$ cat src/rtl/protocol_decoder.sv
// Buffered three-protocol word decoder: FIFO_DEPTH-entry input FIFO feeding an IDLE/DECODE/OUTPUT FSM.
// Optional error-event counter enabled by defining PROTOCOL_DECODER_ERRCNT_EN.
module protocol_decoder #(
   parameter int FIFO_DEPTH = 4
) (
   input  logic                          clk,
   input  logic                          reset,
   input  logic                          enc_valid,
   input  logic [1:0]                    enc_proto,
   input  logic [7:0]                    enc_data,
   input  logic                          dec_ready,
   output logic                          dec_valid,
   output logic [7:0]                    dec_data,
   output logic [1:0]                    dec_proto,
   output logic                          busy,
   output logic                          proto_err,
   output logic                          overflow,
   output logic [$clog2(FIFO_DEPTH):0]   fifo_count,
   output logic [1:0]                    debug_state,
   output logic [7:0]                    err_count
);

   localparam int PTR_W = $clog2(FIFO_DEPTH);
   localparam int CNT_W = PTR_W + 1;
   localparam logic [CNT_W-1:0] FULL_CNT = CNT_W'(FIFO_DEPTH);

   localparam logic [1:0] PROTO_NONE = 2'b00;
   localparam logic [1:0] PROTO_A    = 2'b01;
   localparam logic [1:0] PROTO_B    = 2'b10;
   localparam logic [1:0] PROTO_C    = 2'b11;

   typedef enum logic [1:0] {
      IDLE   = 2'b00,
      DECODE = 2'b01,
      OUTPUT = 2'b10
   } state_t;

   state_t              state_q, state_d;
   logic [9:0]          mem_q [FIFO_DEPTH];
   logic [9:0]          mem_d [FIFO_DEPTH];
   logic [PTR_W-1:0]    wr_ptr_q, wr_ptr_d;
   logic [PTR_W-1:0]    rd_ptr_q, rd_ptr_d;
   logic [CNT_W-1:0]    count_q, count_d;
   logic [1:0]          work_proto_q, work_proto_d;
   logic [7:0]          work_data_q, work_data_d;
   logic                dec_valid_q, dec_valid_d;
   logic [7:0]          dec_data_q, dec_data_d;
   logic [1:0]          dec_proto_q, dec_proto_d;
   logic                proto_err_q, proto_err_d;
   logic                overflow_q, overflow_d;

   logic                push_req, push, pop, full;
   logic [9:0]          head;

   // FIFO control: a pop only happens from IDLE, which frees a slot for a same-edge push.
   always_comb begin
      push_req    = enc_valid && (enc_proto != PROTO_NONE);
      full        = (count_q == FULL_CNT);
      pop         = (state_q == IDLE) && (count_q != '0);
      push        = push_req && (!full || pop);
      head        = mem_q[rd_ptr_q];
      proto_err_d = enc_valid && (enc_proto == PROTO_NONE);
      overflow_d  = push_req && !push;

      mem_d = mem_q;
      if (push) begin
         mem_d[wr_ptr_q] = {enc_proto, enc_data};
      end

      wr_ptr_d = push ? wr_ptr_q + 1'b1 : wr_ptr_q;
      rd_ptr_d = pop  ? rd_ptr_q + 1'b1 : rd_ptr_q;

      case ({push, pop})
         2'b10:   count_d = count_q + 1'b1;
         2'b01:   count_d = count_q - 1'b1;
         default: count_d = count_q;
      endcase
   end

   always_comb begin
      state_d      = state_q;
      work_proto_d = work_proto_q;
      work_data_d  = work_data_q;
      dec_valid_d  = dec_valid_q;
      dec_data_d   = dec_data_q;
      dec_proto_d  = dec_proto_q;

      case (state_q)
         IDLE: begin
            if (pop) begin
               work_proto_d = head[9:8];
               work_data_d  = head[7:0];
               state_d      = DECODE;
            end
         end
         DECODE: begin
            case (work_proto_q)
               PROTO_A: dec_data_d = work_data_q - 8'd1;
               PROTO_B: dec_data_d = ~work_data_q;
               PROTO_C: dec_data_d = work_data_q ^ 8'hAA;
               default: dec_data_d = work_data_q;
            endcase
            dec_proto_d = work_proto_q;
            dec_valid_d = 1'b1;
            state_d     = OUTPUT;
         end
         OUTPUT: begin
            // Output registers hold until the downstream handshake completes.
            if (dec_ready) begin
               dec_valid_d = 1'b0;
               state_d     = IDLE;
            end
         end
         default: state_d = IDLE;
      endcase
   end

   always_ff @(posedge clk) begin
      if (reset) begin
         state_q      <= IDLE;
         for (int i = 0; i < FIFO_DEPTH; i++) begin
            mem_q[i] <= '0;
         end
         wr_ptr_q     <= '0;
         rd_ptr_q     <= '0;
         count_q      <= '0;
         work_proto_q <= '0;
         work_data_q  <= '0;
         dec_valid_q  <= 1'b0;
         dec_data_q   <= '0;
         dec_proto_q  <= '0;
         proto_err_q  <= 1'b0;
         overflow_q   <= 1'b0;
      end else begin
         state_q      <= state_d;
         mem_q        <= mem_d;
         wr_ptr_q     <= wr_ptr_d;
         rd_ptr_q     <= rd_ptr_d;
         count_q      <= count_d;
         work_proto_q <= work_proto_d;
         work_data_q  <= work_data_d;
         dec_valid_q  <= dec_valid_d;
         dec_data_q   <= dec_data_d;
         dec_proto_q  <= dec_proto_d;
         proto_err_q  <= proto_err_d;
         overflow_q   <= overflow_d;
      end
   end

`ifdef PROTOCOL_DECODER_ERRCNT_EN
   logic [7:0] err_cnt_q, err_cnt_d;

   // Counted on the same edge the pulse is raised; coincident events add one.
   always_comb begin
      err_cnt_d = err_cnt_q;
      if ((proto_err_d || overflow_d) && (err_cnt_q != 8'hFF)) begin
         err_cnt_d = err_cnt_q + 8'd1;
      end
   end

   always_ff @(posedge clk) begin
      if (reset) begin
         err_cnt_q <= '0;
      end else begin
         err_cnt_q <= err_cnt_d;
      end
   end

   assign err_count = err_cnt_q;
`else
   assign err_count = 8'h00;
`endif

   assign dec_valid   = dec_valid_q;
   assign dec_data    = dec_data_q;
   assign dec_proto   = dec_proto_q;
   assign proto_err   = proto_err_q;
   assign overflow    = overflow_q;
   assign fifo_count  = count_q;
   assign debug_state = state_q;
   assign busy        = (state_q != IDLE) || (count_q != '0);

endmodule

$ cat config.mk
export PLATFORM = sky130hd
export DESIGN_NAME = protocol_decoder
export DESIGN_NICKNAME = d
export VERILOG_FILES = /design/src/rtl/protocol_decoder.sv
export SDC_FILE = /design/constraint.sdc
export NUM_CORES = 1
export LEC_CHECK = 0
export CORE_AREA = 8 8 100 139
export DETAILED_ROUTE_END_ITERATION = 10
export DIE_AREA = 0 0 108 147
export GPL_TIMING_DRIVEN = 0
export PLACE_DENSITY_LB_ADDON = 0.15
export REMOVE_ABC_BUFFERS = 1
export SLEW_MARGIN = 10
export SYNTH_ARGS = -nofsm -noshare
export SYNTH_HDL_FRONTEND = slang
export SYNTH_SLANG_ARGS = --single-unit
$ cat constraint.sdc
create_clock -name clk -period 5.85 [get_ports clk]
set_clock_uncertainty 0.05 [all_clocks]
set_input_delay 0.8775 -clock clk [delete_from_list [all_inputs] [get_ports clk]]
set_output_delay 0.8775 -clock clk [all_outputs]
set_load 0.02 [all_outputs]
# --- Yosys cells after proc, flatten, opt, wreduce, memory -nomap -nowiden ---
# Index checks and enable logic that the tools add are counted.
word_totals:
  output_inout_bits: 27
  elab_cells: 70
  reg_bits: 72
op_classes:
  mux: 13
  magnitude_cmp: 3
  n_bitwise: 4
  eq_ne: 10
  n_reduce_logical: 20
  addsub: 5
ops:
  columns: ["operator", "n"]
  rows:
  - ["$bwmux W40", 1]
  - ["$mux W10", 3]
  - ["$pmux W8 S3", 1]
  - ["$bmux W10 S2", 1]
  - ["$demux W10 S2", 1]
  - ["$eq A2 B2 Y1 const B", 4]
  - ["$not A8 Y8", 1]
  - ["$reduce_bool A2 Y1", 4]
  - ["$sub A8 B1 Y8 const B", 1]
  - ["$eq A2 B1 Y1 const B", 3]
  - ["$ge A3 B3 Y1 const B", 2]
  - ["$logic_and A1 B1 Y1", 6]
  - ["$not A2 Y3", 2]
  - ["$pmux W2 S3", 1]
  - ["$pmux W3 S2", 1]
  - ["$reduce_and A2 Y1", 3]
  - ["$add A2 B1 Y2 const B", 2]
  - ["$logic_not A2 Y1", 2]
  - ["$mux W2", 2]
  - ["$ne A2 B2 Y1 const B", 2]
  - ["$not A4 Y4", 1]
  - ["$add A3 B1 Y3 const B", 1]
  - ["$eq A3 B3 Y1 const B", 1]
  - ["$lt A3 B1 Y1 const B", 1]
  - ["other kinds (6)", 8]

# --- Longest topological paths before layout ---
# Gate-level depths: netlist (run 1).
logic_depth:
  ltp_word: 6
  mapped_depth: 11
  depth_no_buf: 9

# --- Least setup slack after synthesis (run 1) ---
# Ideal clock, no wire load.
synth_timing:
  path_kind: "input to register"
  from: "in enc_proto[0]"
  to: "reg count_q[2] (netlist: fifo_count[2])"
  setup_slack_ns: 3.205
  setup_time_ns: 0.070
  n_path_buf: 0
  arrival_ns: 2.524
  cell_stages: 9
  cell_sequence: "o21ai_0 -> a21oi_1 -> inv_1 -> ha_1 -> inv_1 -> fa_1 -> xor2_1 -> or3_1 -> a21oi_1"
synth_via:
  elab_chain_cells: 5
  word_cells_on_any_way: 7
synth_rtl:
  columns: ["item", "line", "text"]
  rows:
  - ["start: declaration", "9", "input logic [1:0] enc_proto,"]
  - ["$reduce_bool A2 Y1 (*)", "57", "push_req = enc_valid && (enc_proto != PROTO_NONE);"]
  - ["$logic_and A1 B1 Y1 (*)", "57", null]
  - ["$logic_and A1 B1 Y1 (*)", "60", "push = push_req && (!full || pop);"]
  - ["$eq A2 B1 Y1 or $eq A2 B2 Y1 (tied branches)", "73", "case ({push, pop})"]
  - ["$pmux W3 S2 or $reduce_bool A2 Y1 (tied branches)", null, null]
  - ["end signal: assignment", "139", "count_q <= count_d;"]
  - ["end: declaration", "43", "logic [CNT_W-1:0] count_q, count_d;"]
# Mark *: on every way between the ends. The rest lies on a longest branch, timed or not.
# A chain may end at the register's enable or synchronous reset.

# --- Worst setup path in the final report (run 1) ---
layout_timing:
  from: "reg state_q[1] (netlist: debug_state[1])"
  to: "out busy"
layout_via:
  elab_chain_cells: 2
layout_rtl:
  columns: ["item", "line", "text"]
  rows:
  - ["start: declaration", "38", "state_t state_q, state_d;"]
  - ["start signal: assignment", "135", "state_q <= state_d;"]
  - ["$reduce_bool A2 Y1", "181", "assign busy = (state_q != IDLE) || (count_q != '0);"]
  - ["$logic_or A1 B1 Y1", "181", null]
  - ["end: declaration", "15", "output logic busy,"]
# Every way passes these cells.

==> impl_metrics.py, run 1 <==
metrics = {
    "yosys": {
        "netlist.top_cell.by_area": "dfxtp_1",
        "seq_area_frac_synth_pct": 41.59,
        "ys_types": 57,
        "postSynthRegisterBits": 72,
        "synth.top_cell.area_share_pct": 41.59,
        "yosysWarnings": 0,
        "syn-instance-count": 354,
        "synth_flop_cell": "dfxtp_1",
        "synth-async-reset-ratio_pct": 0,
        "post_synth_edffs": 0,
        "synthesis.area_per_instance_sq_um": 9.790,
        "post_synth_main_area_contributors": "dfxtp_1, mux2i_1, mux4_2",
        "netlist_area_sq_um": 3466,
    },
    "timing": {
        "achievable_frequency_mhz": 310.2,
        "timing_worst_slew_pin_value_ps": 1050,
        "timing.final.ws_setup_ps": 2626,
        "summed_negative_setup_slack_over_all_endpoints_ps": 0,
        "finalMaxSlewViolations": 0,
        "final-setup-viol-count": 0,
        "period_needed_ps": 3224,
        "min_period_over_period_pct": 55.11,
        "grt_setup_unrepaired": "no",
        "slew_headroom_pct": 29.73,
        "hold_viol": 0,
    },
    "routing": {
        "drt_pre_antenna_iters": 4,
        "m1WireLength_um": 3509,
        "wl_per_cell_um": 15.50,
        "met3WireLength_um": 373,
        "final_wirelength_um": 8201,
        "highest-signal-layer": "met4",
        "drtAntennaViolNets": 0,
        "detailroute.via_count": 2578,
        "drt_iter0_markers": 94,
        "drc_errors": 0,
        "via_per_inst": 4.873,
        "route.met2.wl_um": 4173,
    },
    "power": {
        "part_of_the_power_in_registers_pct": 35.8,
        "sw_frac_of_total_pct": 33.72,
        "power.total_mw": 1.730,
        "clockPowerShare_pct": 36.8,
        "switching_power_mw": 0.5832,
        "worst_ir_drop_vdd_mv": 0.1216,
        "int_pwr_mw": 1.146,
        "combinationalPowerShare_pct": 27.4,
        "p_leak_nw": 1.636,
        "power_density_nw_per_um2": 414.6,
    },
    "critical_path": {
        "cp_data_arrival_time_ps": 2300,
        "setup.worst_path.end_class": "output port",
        "worst_setup_path_startpoint": "debug_state[1]$_SDFFE_PP0P_",
        "r2r-start": "debug_state[1]$_SDFFE_PP0P_",
        "worst_endpoint_required_time_ps": 4920,
        "worstSetupPathType": "reg -> out",
        "path_max_fanout": 13,
        "depth_of_the_most_critical_reg_to_reg_path": 9,
        "setup.worst_path.start_class": "flip-flop",
    },
    "final_layout": {
        "design.final.nets": 395,
        "drive_above_1_share_pct": 10.03,
        "fill_cells": 1232,
        "flow.area_growth_from_synthesis_pct": 20.36,
        "post-route-cell-area_sq_um": 4172,
        "num_antenna_cells": 0,
    },
    "clocking": {
        "cts_num_sinks": 72,
        "h-tree-depth": 3,
        "cts-hold-fix-buffers": 0,
        "clk_root_buffer_cell": "clkbuf_16",
        "postCtsResizedCells": 0,
        "cts_tree": "built",
        "cts_max_path_buffers": 2,
        "worst_skew_pair.late_latency_ps": 340,
        "tritoncts_buffer_count": 9,
        "path_clk_slew_ps": 60,
        "post_cts_buffers": 0,
    },
    "die": {
        "die_w_um": 108,
        "die_h_um": 147,
        "core_region_area_sq_um": 11950,
        "top_level_ports": 41,
        "rows": 48,
        "initial_core_util_pct": 29.00,
        "die_area_sq_um": 15880,
    },
    "global_routing": {
        "grt_pass1_wl_um": 13750,
        "gr_overflow_total": 0,
        "antenna_found_initial": 0,
        "grt_max_degree": 49,
        "global_route_usage_sum_pct": 11.00,
        "first_global_vias": 2699,
    },
    "flow_run": {
        "timing.max_cap.violations": 0,
    },
    "placed_design": {
        "placement.cell_area_sq_um": 3832,
        "dpl_worst_slack_ps": 2097,
        "detailed_place_hpwl_um": 5623,
        "gp_congestion": 0.7285,
        "number_of_port_buffers": 32,
    },
    "outcome": {
        "outcome": "finished, final reports clean",
    },
    "hold_path": {
        "min-delay-path-class": "reg -> reg",
        "holdCritStartpoint": "dec_proto[1]$_SDFFE_PP0P_",
        "holdPathStages": 2,
    },
}
[kinds of logic after synthesis]
group | share of synthesized area (%)
compound gates | 10.98
xor+xnor | 1.011
fa+ha+maj | 2.744
buf+inv | 6.823
flops | 41.59
mux | 18.66
other cells | 0.1082
simple gates | 18.09
[sequential cells by signal (all words and copies together) (netlist names)]
name and cells:
mem_q 40, dec_data 8, work_data_q 8, fifo_count 3
debug_state 2, dec_proto 2, rd_ptr_q 2, work_proto_q 2
wr_ptr_q 2, dec_valid 1, overflow 1, proto_err 1
[per-layer routing]
metal  global-route usage, %  vias up
met1                   12.51     1244
met4                   5.087        0
li1                        -     1278
met2                   18.46       46
met5                       0        -
met3                   2.937       10
[critical path, cell delays in order, from the launching register on]
cell,delay (ps)
dfxtp_1,410
nor2_1,840
nand2_1,140
clkdlybuf4s50_1,580
[cell usage after synthesis, types with 2 or more instances]
| cell type | count |
|---|---|
| dfxtp_1 | 72 |
| nand2_1 | 58 |
| mux2i_1 | 41 |
| a21oi_1 | 15 |
| inv_1 | 13 |
| nor2_1 | 12 |
| nand3_1 | 11 |
| clkbuf_1 | 10 |
| mux4_2 | 10 |
| buf_4 | 9 |
| o21ai_0 | 9 |
| buf_2 | 6 |
| ha_1 | 6 |
| nand4_1 | 5 |
| buf_6 | 4 |
| nand2b_1 | 4 |
| nor2b_1 | 4 |
| o31ai_1 | 4 |
| a2111oi_0 | 3 |
| a211o_1 | 3 |
| nor3_1 | 3 |
| nor4b_1 | 3 |
| o211ai_1 | 3 |
| or3_1 | 3 |
| xor2_1 | 3 |
| and4_1 | 2 |
| buf_1 | 2 |
| nand4b_1 | 2 |
| nor3_2 | 2 |
| nor3b_1 | 2 |
| nor4_1 | 2 |
| o211a_1 | 2 |
| o2bb2ai_1 | 2 |
[cell usage in the layout, fill, tap and decap left out, drive strengths merged, types with 6 or more instances in the layout]
cell type / synthesis / final
a21oi: 15 / 15
ha: 6 / 6
nand2: 58 / 58
nand3: 11 / 11
clkbuf: 10 / 9
dfxtp: 72 / 72
mux4: 10 / 10
conb: 1 / 8
nor2: 13 / 13
o21ai: 11 / 11
clkdlybuf4s50: 0 / 31
mux2i: 41 / 41
inv: 13 / 14
[final cells by class]
| class | count | area [sq um] | area share, % |
|---|---|---|---|
| clock buffers | 9 | 225.2 | 5.399 |
| well taps | 150 | 187.7 | 4.499 |
| flip-flops and latches | 72 | 1441 | 34.55 |
| multi-input cells | 245 | 1814 | 43.49 |
| repair buffers | 33 | 335.3 | 8.038 |
| clock inverters | 7 | 118.9 | 2.849 |
| inverters | 13 | 48.80 | 1.170 |
[through the flow]
stage / util (%) / hold WS (ps) / cells
finish: 34.90 / 405.1 / 529
global route: 34.90 / 418.3 / 529
global placement: 31.90 / 391.6 / 512
detailed placement: 32.07 / 398.5 / 513
CTS: 34.95 / 406.7 / 529
floorplan: - / 381.5 / 330
[power by group through the flow]
| stage | logic, mW | registers (mW) | clock network (mW) |
|---|---|---|---|
| global route | 0.521 | 0.632 | 0.677 |
| detailed placement | 0.481 | 0.633 | 0 |
| finish | 0.474 | 0.619 | 0.637 |
| CTS | 0.482 | 0.622 | 0.652 |
| floorplan | 0.286 | 0.637 | 0 |
| global placement | 0.474 | 0.631 | 0 |
[path summary, 6_finish.rpt]
kind / slack (ps) / to
worst min-delay path: 410 / dec_proto[1]$_SDFFE_PP0P_
worst max register to register: 2900 / fifo_count[2]$_SDFFE_PP0P_
worst min register to register: 410 / dec_proto[1]$_SDFFE_PP0P_
worst max-delay path: 2630 / busy
Note: power is estimated with default switching activity, not from simulation.
==> inputs of run 2 (changes only) <==
clock period = 2.9 ns   (was 5.85 ns; I/O delays follow)
==> run 2 against run 1 <==
  * Routed wire length about the same
  * Final cell count unchanged
  * Hold slack barely moved
  * Highest routed layer unchanged
==> impl_metrics.py, run 2 (synthesized netlist as in run 1, its figures left out) <==
metrics = {
    "timing": {
        "hold_viol": 0,
        "final-setup-viol-count": 0,
        "period_needed_ps": 2677,
        "achievable_frequency_mhz": 373.5,
        "timing_worst_slew_pin_value_ps": 804.8,
        "slew_headroom_pct": 46.24,
        "timing.final.ws_setup_ps": 222.9,
        "min_period_over_period_pct": 92.32,
        "grt_setup_unrepaired": "no",
        "finalMaxSlewViolations": 0,
    },
    "clocking": {
        "cts_num_sinks": 72,
        "clk_root_buffer_cell": "clkbuf_16",
        "postCtsResizedCells": 2,
        "post_cts_buffers": 0,
        "worst_skew_pair.late_latency_ps": 340,
        "tritoncts_buffer_count": 9,
        "cts_tree": "built",
        "cts_max_path_buffers": 2,
        "path_clk_slew_ps": 60,
        "cts-hold-fix-buffers": 0,
        "h-tree-depth": 3,
    },
    "final_layout": {
        "commonest_cells_after_routing_fill_and_taps_aside": "dfxtp_1, nand2_1, mux2i_1, clkdlybuf4s50_1, a21oi_1",
        "num_antenna_cells": 0,
        "layout.cells.most_common": "dfxtp_1",
        "flow.area_growth_from_synthesis_pct": 20.43,
        "postLayoutCoreUtil_pct": 34.92,
        "design.final.nets": 395,
        "largest_register": "mem_q",
        "post-route-cell-area_sq_um": 4174,
        "largest_register_ff_count": 40,
        "drive_above_1_share_pct": 10.29,
    },
    "routing": {
        "drtAntennaViolNets": 0,
        "drt_pre_antenna_iters": 4,
        "drt_iter0_markers": 92,
        "final_wirelength_um": 8204,
        "detailroute.via_count": 2577,
        "wl_per_cell_um": 15.51,
        "via_per_inst": 4.871,
        "drc_errors": 0,
    },
    "die": {
        "die_h_um": 147,
        "top_level_ports": 41,
        "die_area_sq_um": 15880,
        "die_w_um": 108,
        "initial_core_util_pct": 29.00,
        "core_region_area_sq_um": 11950,
        "rows": 48,
    },
    "placed_design": {
        "detailed_place_hpwl_um": 5623,
        "placement.cell_area_sq_um": 3832,
        "number_of_port_buffers": 32,
        "dpl_worst_slack_ps": -411.0,
        "gp_congestion": 0.7285,
    },
    "global_routing": {
        "antenna_found_initial": 0,
        "grt_max_degree": 49,
        "first_global_vias": 2699,
        "global_route_usage_sum_pct": 11.00,
        "grt_pass1_wl_um": 13750,
        "gr_overflow_total": 0,
    },
    "hold_path": {
        "min-delay-path-class": "reg -> reg",
    },
    "critical_path": {
        "crit_family": "simple AND/OR/NAND/NOR gates",
        "max_stage_delay_ps": 530,
        "worst_endpoint_required_time_ps": 3110,
        "path_max_fanout": 14,
        "cell_chain_critical_path": "or2_1 -> a21oi_1 -> inv_1 -> ha_1 -> inv_1 -> fa_1 -> xor2_1 -> or3_1 -> a21oi_1",
        "worstSetupPathType": "reg -> reg",
        "cp_data_arrival_time_ps": 2890,
        "timing.critical_path.buf_inv": 2,
        "cp_slowest_cell": "dfxtp_1",
        "setup.worst_path.start_class": "flip-flop",
        "setup.worst_path.end_class": "flip-flop",
    },
    "power": {
        "worst_ir_drop_vdd_mv": 0.2453,
        "p_leak_nw": 1.639,
        "power_density_nw_per_um2": 836.6,
    },
    "flow_run": {
        "timing.max_cap.violations": 0,
    },
    "outcome": {
        "outcome": "finished, final reports clean",
    },
}
==> run 2: cell counts in the layout (fill, tap and decap cells not counted) <==
No cell type changed its count.
==> run 2: cell type report <==
type	count	area (sq um)
Clock inverter	7	118.9
Inverter	13	48.80
Fill cell	1233	7777
Timing Repair Buffer	33	335.3
Tap cell	150	187.7
Clock buffer	9	225.2
Sequential cell	72	1441
Multi-Input combinational cell	245	1817
==> run 2: layer usage <==
metal,up-vias,track usage [%],wire length [um]
li1,1277,-,-
met4,0,5.087,145
met1,1246,12.51,3487
met2,44,18.46,4200
met5,-,0,0
met3,10,2.937,370
==> run 2: power breakdown <==
group	leakage, nW	internal (mW)	switching, mW
clock	0.162	0.841	0.443
sequential	0.584	1.09	0.157
combinational	0.892	0.382	0.576
total	1.64	2.32	1.18
==> run 2: worst min-delay path, stage by stage, from the launching register on <==
cell     delay [ps]
dfxtp_1         310
nand2_1          50
a21oi_1          50
==> run 2: final timing paths <==
kind                                    start                         end  slack (ps)  cells past startpoint
setup reg to reg  debug_state[1]$_SDFFE_PP0P_  fifo_count[2]$_SDFFE_PP0P_         220                      9
hold reg to reg     dec_proto[1]$_SDFFE_PP0P_   dec_proto[1]$_SDFFE_PP0P_         410                      2
hold / removal      dec_proto[1]$_SDFFE_PP0P_   dec_proto[1]$_SDFFE_PP0P_         410                      2
setup / recovery  debug_state[1]$_SDFFE_PP0P_  fifo_count[2]$_SDFFE_PP0P_         220                      9
==> run 2: per-stage QoR <==
stage          std cells  hold WS, ps  TNS, ps  power [mW]
6_report             529        405.1        0       3.492
5_1_grt              529        418.3        0       3.693
4_1_cts              529        406.7        0       3.544
3_5_place_dp         513        398.5    -4285       2.247
3_3_place_gp         512        391.6   -60540       2.228
2_1_floorplan        330        381.5        0       1.862
